### src/rtl/vga_rx_monitor.sv
// vga_rx_monitor: recovers line/frame timing from sampled VGA syncs, locks and emits located pixels
module vga_rx_monitor #(
    parameter int H_ACTIVE = 640,
    parameter int V_ACTIVE = 480,
    parameter int H_BP     = 48,
    parameter int V_BP     = 33,
    parameter bit SYNC_POL = 1'b0,
    parameter int CNT_W    = 11
) (
    input  logic             clk,
    input  logic             rst,
    input  logic             hsync,
    input  logic             vsync,
    input  logic [8:0]       vga_data,
    output logic             pix_valid,
    output logic [CNT_W-1:0] pix_x,
    output logic [CNT_W-1:0] pix_y,
    output logic [8:0]       pix_data,
    output logic             frame_start,
    output logic [CNT_W-1:0] line_clks,
    output logic [CNT_W-1:0] frame_lines,
    output logic             locked,
    output logic             sync_err
);
    typedef enum logic [1:0] {SEARCH, ACQUIRE, VERIFY, LOCKED} state_t;
    localparam logic [CNT_W-1:0] H_LO = CNT_W'(H_BP);
    localparam logic [CNT_W-1:0] H_HI = CNT_W'(H_BP + H_ACTIVE);
    localparam logic [CNT_W-1:0] V_LO = CNT_W'(V_BP);
    localparam logic [CNT_W-1:0] V_HI = CNT_W'(V_BP + V_ACTIVE);
    logic hs_q, hs_qq, vs_q, vs_qq, have_ref;
    logic h_end, v_end, sat, h_bad, v_bad, win;
    logic [8:0] data_q, data_qq;
    logic [CNT_W-1:0] h_cnt, v_cnt, ref_h, ref_v, line_len, frame_len;
    state_t state, state_nx;

    assign h_end     = hs_qq == SYNC_POL && hs_q != SYNC_POL;
    assign v_end     = vs_qq == SYNC_POL && vs_q != SYNC_POL;
    assign line_len  = h_cnt + 1'b1;
    assign frame_len = v_cnt + CNT_W'(h_end);
    assign sat       = &h_cnt;
    assign h_bad     = h_end && line_len != ref_h;
    assign v_bad     = v_end && frame_len != ref_v;
    assign locked    = state == LOCKED;
    assign win       = locked && h_cnt >= H_LO && h_cnt < H_HI && v_cnt >= V_LO && v_cnt < V_HI;

    // Input stage plus one delay for edge detection; syncs idle deasserted so reset makes no edge
    always_ff @(posedge clk) begin
        if (rst) begin
            hs_q    <= !SYNC_POL;
            hs_qq   <= !SYNC_POL;
            vs_q    <= !SYNC_POL;
            vs_qq   <= !SYNC_POL;
            data_q  <= '0;
            data_qq <= '0;
        end else begin
            hs_q    <= hsync;
            hs_qq   <= hs_q;
            vs_q    <= vsync;
            vs_qq   <= vs_q;
            data_q  <= vga_data;
            data_qq <= data_q;
        end
    end

    // Raster counters and measurements; v_end wins over the h_end that closes the frame
    always_ff @(posedge clk) begin
        if (rst) begin
            h_cnt       <= '0;
            v_cnt       <= '0;
            line_clks   <= '0;
            frame_lines <= '0;
        end else begin
            h_cnt <= h_end ? '0 : sat ? h_cnt : line_len;
            v_cnt <= v_end ? '0 : h_end ? v_cnt + 1'b1 : v_cnt;
            if (h_end) line_clks <= line_len;
            if (v_end) frame_lines <= frame_len;
        end
    end

    // Lock state register, reference capture and lock-loss pulse
    always_ff @(posedge clk) begin
        if (rst) begin
            state    <= SEARCH;
            have_ref <= 1'b0;
            ref_h    <= '0;
            ref_v    <= '0;
            sync_err <= 1'b0;
        end else begin
            state    <= state_nx;
            have_ref <= state == ACQUIRE && (have_ref || h_end);
            sync_err <= locked && state_nx == SEARCH;
            if (state == ACQUIRE && h_end && !have_ref) ref_h <= line_len;
            if (state == ACQUIRE && v_end) ref_v <= frame_len;
        end
    end

    // Next-state: a line mismatch in the closing cycle outranks the frame decision
    always_comb begin
        state_nx = state;
        case (state)
            SEARCH:  state_nx = v_end ? ACQUIRE : SEARCH;
            ACQUIRE: state_nx = (h_bad && have_ref) ? SEARCH : v_end ? VERIFY : ACQUIRE;
            VERIFY:  state_nx = (h_bad || v_bad) ? SEARCH : v_end ? LOCKED : VERIFY;
            default: state_nx = (h_bad || v_bad || sat) ? SEARCH : LOCKED;
        endcase
    end

    // Pixel outputs, one register after the counters; coordinates and data hold outside the window
    always_ff @(posedge clk) begin
        if (rst) begin
            pix_valid   <= 1'b0;
            frame_start <= 1'b0;
            pix_x       <= '0;
            pix_y       <= '0;
            pix_data    <= '0;
        end else begin
            pix_valid   <= win;
            frame_start <= win && h_cnt == H_LO && v_cnt == V_LO;
            if (win) begin
                pix_x    <= h_cnt - H_LO;
                pix_y    <= v_cnt - V_LO;
                pix_data <= data_qq;
            end
        end
    end
endmodule

### config.mk
export PLATFORM = sky130hd
export DESIGN_NAME = vga_rx_monitor
export DESIGN_NICKNAME = d
export VERILOG_FILES = /design/src/rtl/vga_rx_monitor.sv
export SDC_FILE = /design/constraint.sdc
export NUM_CORES = 1
export LEC_CHECK = 0
export CELL_PAD_IN_SITES_DETAIL_PLACEMENT = 0
export CELL_PAD_IN_SITES_GLOBAL_PLACEMENT = 1
export CORE_MARGIN = 2
export CORE_UTILIZATION = 38
export DETAILED_ROUTE_END_ITERATION = 6
export PLACE_DENSITY_LB_ADDON = 0.1
export SLEW_MARGIN = 20
export SYNTH_ARGS = -nofsm -noshare
export SYNTH_HDL_FRONTEND = slang
export SYNTH_SLANG_ARGS = --single-unit
### constraint.sdc
create_clock -name clk -period 2.6 [get_ports clk]
set_input_delay 0.52 -clock clk [delete_from_list [all_inputs] [get_ports clk]]
set_output_delay 0.52 -clock clk [all_outputs]
set_load 0.02 [all_outputs]
After elaboration in Yosys (flattened, before gate mapping)
Cells that the tools add are included.

Register bits after elaboration: 125. Bits in latches: 0. RAM bits: 0. Bits in read-only memories: 0. Output and inout bits: 57. Memories: 0.

Add/sub/neg operators: 5. $mul: 0. Div/mod/pow operators: 0. $lt $le $gt $ge: 4. Eq/ne operators: 7. Shifts and indexed selects: 0. Multiplexer cells: 7. Bitwise gates (word level): 2. Reductions and logical operators: 25.

Operators by type and width (number): $add A11 B1 Y11 const B (2); $eq A11 B6 Y1 const B (2); $ge A11 B6 Y1 const B (2); $lt A11 B10 Y1 const B (2); $ne A11 B11 Y1 (2); $sub A11 B6 Y11 const B (2); $logic_and A1 B1 Y1 (16); $add A11 B1 Y11 (1); $reduce_and A11 Y1 (1); $mux W2 (4); $pmux W2 S3 (1); $eq A2 B2 Y1 const B (2); $logic_not A2 Y1 (2); $reduce_or A2 Y1 (2); $logic_or A1 B1 Y1 (3); $eq A2 B1 Y1 const B (1); $mux W1 (2); $not A1 Y1 (2); $logic_not A1 Y1 (1).

Longest topological paths before layout
Depth after elaboration: 11. Depth in mapped cells: 12. Mapped depth without buffers: 10.

Worst setup path before layout
Ideal clock, no wire load.

Path kind: reg-to-reg. From: reg hs_qq. To: reg state[1]. Setup time: 0.071 ns. Arrival time: 2.797 ns. Required time: 2.529 ns. Path slack: -0.267 ns. Stages on the path, launching flop included: 13. Path buffers: 2. Period minus slack after synthesis: 2.867 ns. Cells stage by stage: dfxtp_1 nand2b_1 clkbuf_1 clkinv_1 clkbuf_1 ha_1 and3_1 or4b_1 o211ai_1 nand4_1 o31ai_2 o2111ai_1 a21oi_1.

Longest elaborated chain between the ends: 9. Elaborated cells on any way between the ends: 13. Classes of those cells: 1 x add/sub; 1 x eq/ne; 4 x mux; 1 x bitwise; 6 x reduce/logical.

RTL lines: start, declared (line 30) `logic hs_q, hs_qq, vs_q, vs_qq, have_ref;`; start signal, assigned (line 50) `hs_qq <= !SYNC_POL;`; start signal, assigned (line 57) `hs_qq <= hs_q;`; $not A1 Y1 (*) (line 36) `assign h_end = hs_qq == SYNC_POL && hs_q != SYNC_POL;`; $logic_and A1 B1 Y1 (*) (line 36); via h_end (line 31) `logic h_end, v_end, sat, h_bad, v_bad, win;`; $add A11 B1 Y11 (line 39) `assign frame_len = v_cnt + CNT_W'(h_end);`; $ne A11 B11 Y1 (line 42) `assign v_bad = v_end && frame_len != ref_v;`; $logic_and A1 B1 Y1 (line 42); $logic_or A1 B1 Y1 (line 103, 104); $logic_or A1 B1 Y1 (line 104) `default: state_nx = (h_bad || v_bad || sat) ? SEARCH : LOCKED;`; $mux W2 (line 104); $pmux W2 S3 (*) (line 100) `case (state)`; end signal, assigned (line 89) `state <= state_nx;`; end, declared (line 34) `state_t state, state_nx;`.

Mark *: on every way through the listed nets, which the timed path passes. The rest lies on a longest branch. A chain may end at the register's enable or synchronous reset.

Worst setup path after layout
From: reg hs_qq. To: reg state[1].

Longest elaborated chain between the ends: 9. Elaborated cells on any way between the ends: 13. Classes of those cells: 1 x add/sub; 1 x eq/ne; 4 x mux; 1 x bitwise; 6 x reduce/logical.

RTL lines (line): $not A1 Y1 (*) (36); $logic_and A1 B1 Y1 (*) (36); $add A11 B1 Y11 (39); $ne A11 B11 Y1 (42); $logic_and A1 B1 Y1 (42); $logic_or A1 B1 Y1 (103, 104); $logic_or A1 B1 Y1 (104); $mux W2 (104); $pmux W2 S3 (*) (100).

Every way passes the cells marked *; elsewhere a longest branch is shown, timed or not.

==> results.cfg <==
[outcome]
status = finished clean

[power_and_ir_drop]
power_per_cell_area_mw_per_mm2 = 635.6
p_leak_nw = 2.613
power_mw = 4.434
vdd_drop_max_uv = 413.6

[timing]
rsz0062_at_grt = no
fin_crit_ns = 2.405
setup_ws_ns = 0.1947
final-hold-violation-count = 0
timing.fmax_mhz = 415.7
slew_violations = 0
fin_skew_ns = 0.008664
period_share_pct = 92.51
tightest_slew_ns = 0.5322
slew-limit-headroom_pct = 64.20
finalSetupTns_ns = 0
final-setup-viol-count = 0

[job]
drv_cap = 0

[synthesis]
synth-edff-count = 0
yosys_warnings = 0
async_flop_share_pct = 0
synth_compound_area_share_pct = 12.97
synth.area.mux_share_pct = 3.271
synth-simple-area-share_pct = 21.88
synthXorXnorAreaFrac_pct = 10.20
synth_area_per_cell_sq_um = 8.927
synthesis.instances = 617
synth.net_count = 637
synth_ff_type = dfxtp_1
synth-seq-area-share_pct = 45.43
synthAdderAreaFrac_pct = 1.590
yosysUniqueCellTypes = 55
synth_top_family_by_area = simple AND/OR/NAND/NOR gates
ys_ff_latch = 125
netlist_area_sq_mm = 0.005508

[detailed_routing]
ant_nets = 0
drt_wl_total_um = 12740
post_drt_wl_per_cell_um = 14.53
drc = 0
vias = 4399
dr.first_iter.drc_count = 248
drt-pass1-iter-count = 4
via_per_inst = 5.016

[clocking]
clk_latency_ns = 0.42
cts_tree = done
cts_buffer_depth = 2
clock_sinks = 125
post-cts-setup-buffer-count = 0
postCtsHoldBufs = 0
cts_resized = 0
clk_pin_slew_ns = 0.06
cts-buffers-inserted = 17
root_buffer = clkbuf_16
htree_levels = 4

[critical_path]
cp_cell_sequence = nand2b_1, clkinv_2, ha_1, and3_1, or4b_1, o211ai_1, nand4_1, o31ai_2, o2111ai_1, a21oi_1
crit_fanout = 4
max_stage_delay_ns = 0.46
startpoint_type = flop
worstPathRequired_ns = 2.94
critical_path_class = flop to flop
endpoint_kind = flop
cp_data_arrival_time_ns = 2.75
cp_slowest_cell = or4b_1

[global_route]
grtUsageMet2_pct = 28.61
met3_usage_pct = 4.553
grt.busiest_layer = met2
grt_pass1_vias = 4332
antenna_found_initial = 0
grt_overflow = 0
grt_max_degree = 39
grt_util_met1_pct = 20.83
track_usage_pct = 16.97
grt_pass1_wl_um = 21400

[die]
io_pins = 70
fp.coreArea_sq_mm = 0.01404
die_area_sq_mm = 0.01547
initial_core_util_pct = 39.22
dieWidth_um = 124.4
rows = 43
chipHeight_um = 124.4

[place]
dpl.cell_count = 845
io_buffer_count = 69
dpl.hpwl_um = 8896
post-place-ws_ns = 0.1955
gp_congestion = 0.8202

[finish]
final_nets = 704
stdcell_count = 877
fillers = 1352
n_antenna_cell = 0
drive_gt1_share_pct = 10.62
synthToLayoutAreaGrowth_pct = 26.65

[hold_path]
min_path_type = flop to flop
==> worst max-delay path: cells and delay by family (launching register included) <==
| kind | cells | cell delay, ns |
|---|---|---|
| buffers and inverters | 1 | 0.08 |
| AO/OA/AOI/OAI | 4 | 0.80 |
| flip-flops | 1 | 0.30 |
| adder cells (fa/ha/maj) | 1 | 0.22 |
| AND/OR/NAND/NOR | 4 | 0.94 |
==> state kept, by name (all words and copies together), names as in the netlist, 11 cells and up <==
register and cells:
ref_h 11, pix_x 11, ref_v 11, h_cnt 11, v_cnt 11, frame_lines 11
pix_y 11, line_clks 11
==> placed cells by master, fill, tap and decap left out, types with 5 or more instances in the layout <==
master           count
dfxtp_1            125
nor2_1             120
clkdlybuf4s50_1     68
a211oi_1            41
a21oi_1             35
xnor2_1             30
buf_4               29
nand2_1             28
nor2b_1             21
xor2_1              21
mux2i_1             18
clkbuf_16           17
nand3_1             15
nand2b_1            10
nand4_1              9
nor4_1               9
inv_1                8
ha_1                 7
and2_1               5
nor3_1               5
clkinvlp_4           5
==> where the power goes <==
part	leakage, nW	internal, mW	switching, mW
Sequential	1.01	1.96	0.0256
Combinational	1.34	0.104	0.124
Clock	0.262	1.34	0.883
==> synth_stat cells (2+ instances only) <==
library cell	number	area [sq um]
a211oi_1	41	307.8
a21oi_1	35	175.2
a311oi_1	2	17.52
and2_1	5	31.28
and3_1	4	25.02
and4_1	3	26.28
buf_2	10	50.05
buf_6	3	33.78
clkbuf_1	35	131.4
dfxtp_1	125	2502
ha_1	7	87.58
inv_1	8	30.03
mux2i_1	18	180.2
nand2_1	28	105.1
nand2b_1	10	62.56
nand3_1	15	75.07
nand3b_1	4	30.03
nand4_1	9	56.30
nor2_1	120	450.4
nor2b_1	21	131.4
nor3_1	6	30.03
nor4_1	9	56.30
o2111ai_1	2	17.52
o211ai_1	4	30.03
o21ai_0	4	20.02
o31ai_1	2	15.01
or2_2	4	25.02
or3_1	3	18.77
or4_1	2	15.01
xnor2_1	30	262.8
xnor3_1	3	67.56
xor2_1	21	183.9
xor3_1	2	47.55
==> path summary, 6_finish.rpt <==
path              slack (ns)                     to  cells past startpoint                  from
setup / recovery        0.19    state[1]$_SDFF_PP0_                     10      hs_qq$_SDFF_PP1_
hold / removal          0.44  data_qq[4]$_SDFF_PP0_                      1  data_q[4]$_SDFF_PP0_
setup reg to reg        0.19    state[1]$_SDFF_PP0_                     10      hs_qq$_SDFF_PP1_
hold reg to reg         0.44  data_qq[4]$_SDFF_PP0_                      1  data_q[4]$_SDFF_PP0_
==> kinds of logic (layout without fill, tap and decap cells) <==
family	Yosys count	after routing
AOI/OAI and AO/OA	103	103
xor gates and xnor gates	56	56
adders and majority gates	7	7
buffers and inverters	58	138
DFF	125	125
muxes	18	18
and+or+nand+nor	250	250
==> through the flow <==
stage / hold WS (ns) / util (%) / area (sq um)
finish: 0.4358 / 49.67 / 6975
global route: 0.4530 / 49.67 / 6975
detailed placement: 0.4253 / 45.68 / 6415
global placement: 0.4178 / 45.68 / 6415
floorplan: 0.4138 / - / 5514
CTS: 0.4390 / 49.67 / 6975
==> final cells by class <==
| class | instances | area, sq um | area share, % |
|---|---|---|---|
| repair buffers | 97 | 898.4 | 12.88 |
| multi-input cells | 434 | 2754 | 39.48 |
| clock buffers | 19 | 442.9 | 6.350 |
| inverters | 9 | 35.03 | 0.5022 |
| flip-flops and latches | 125 | 2502 | 35.87 |
| well taps | 180 | 225.2 | 3.229 |
| clock inverters | 13 | 117.6 | 1.686 |
==> layer usage <==
layer  vias up  part of all wire [%]
met5         -                     0
met4         0                   1.6
met3        19                   3.2
met2        62                    50
met1      2070                    45
li1       2248                     -
Note: power is estimated with default switching activity, not from simulation.
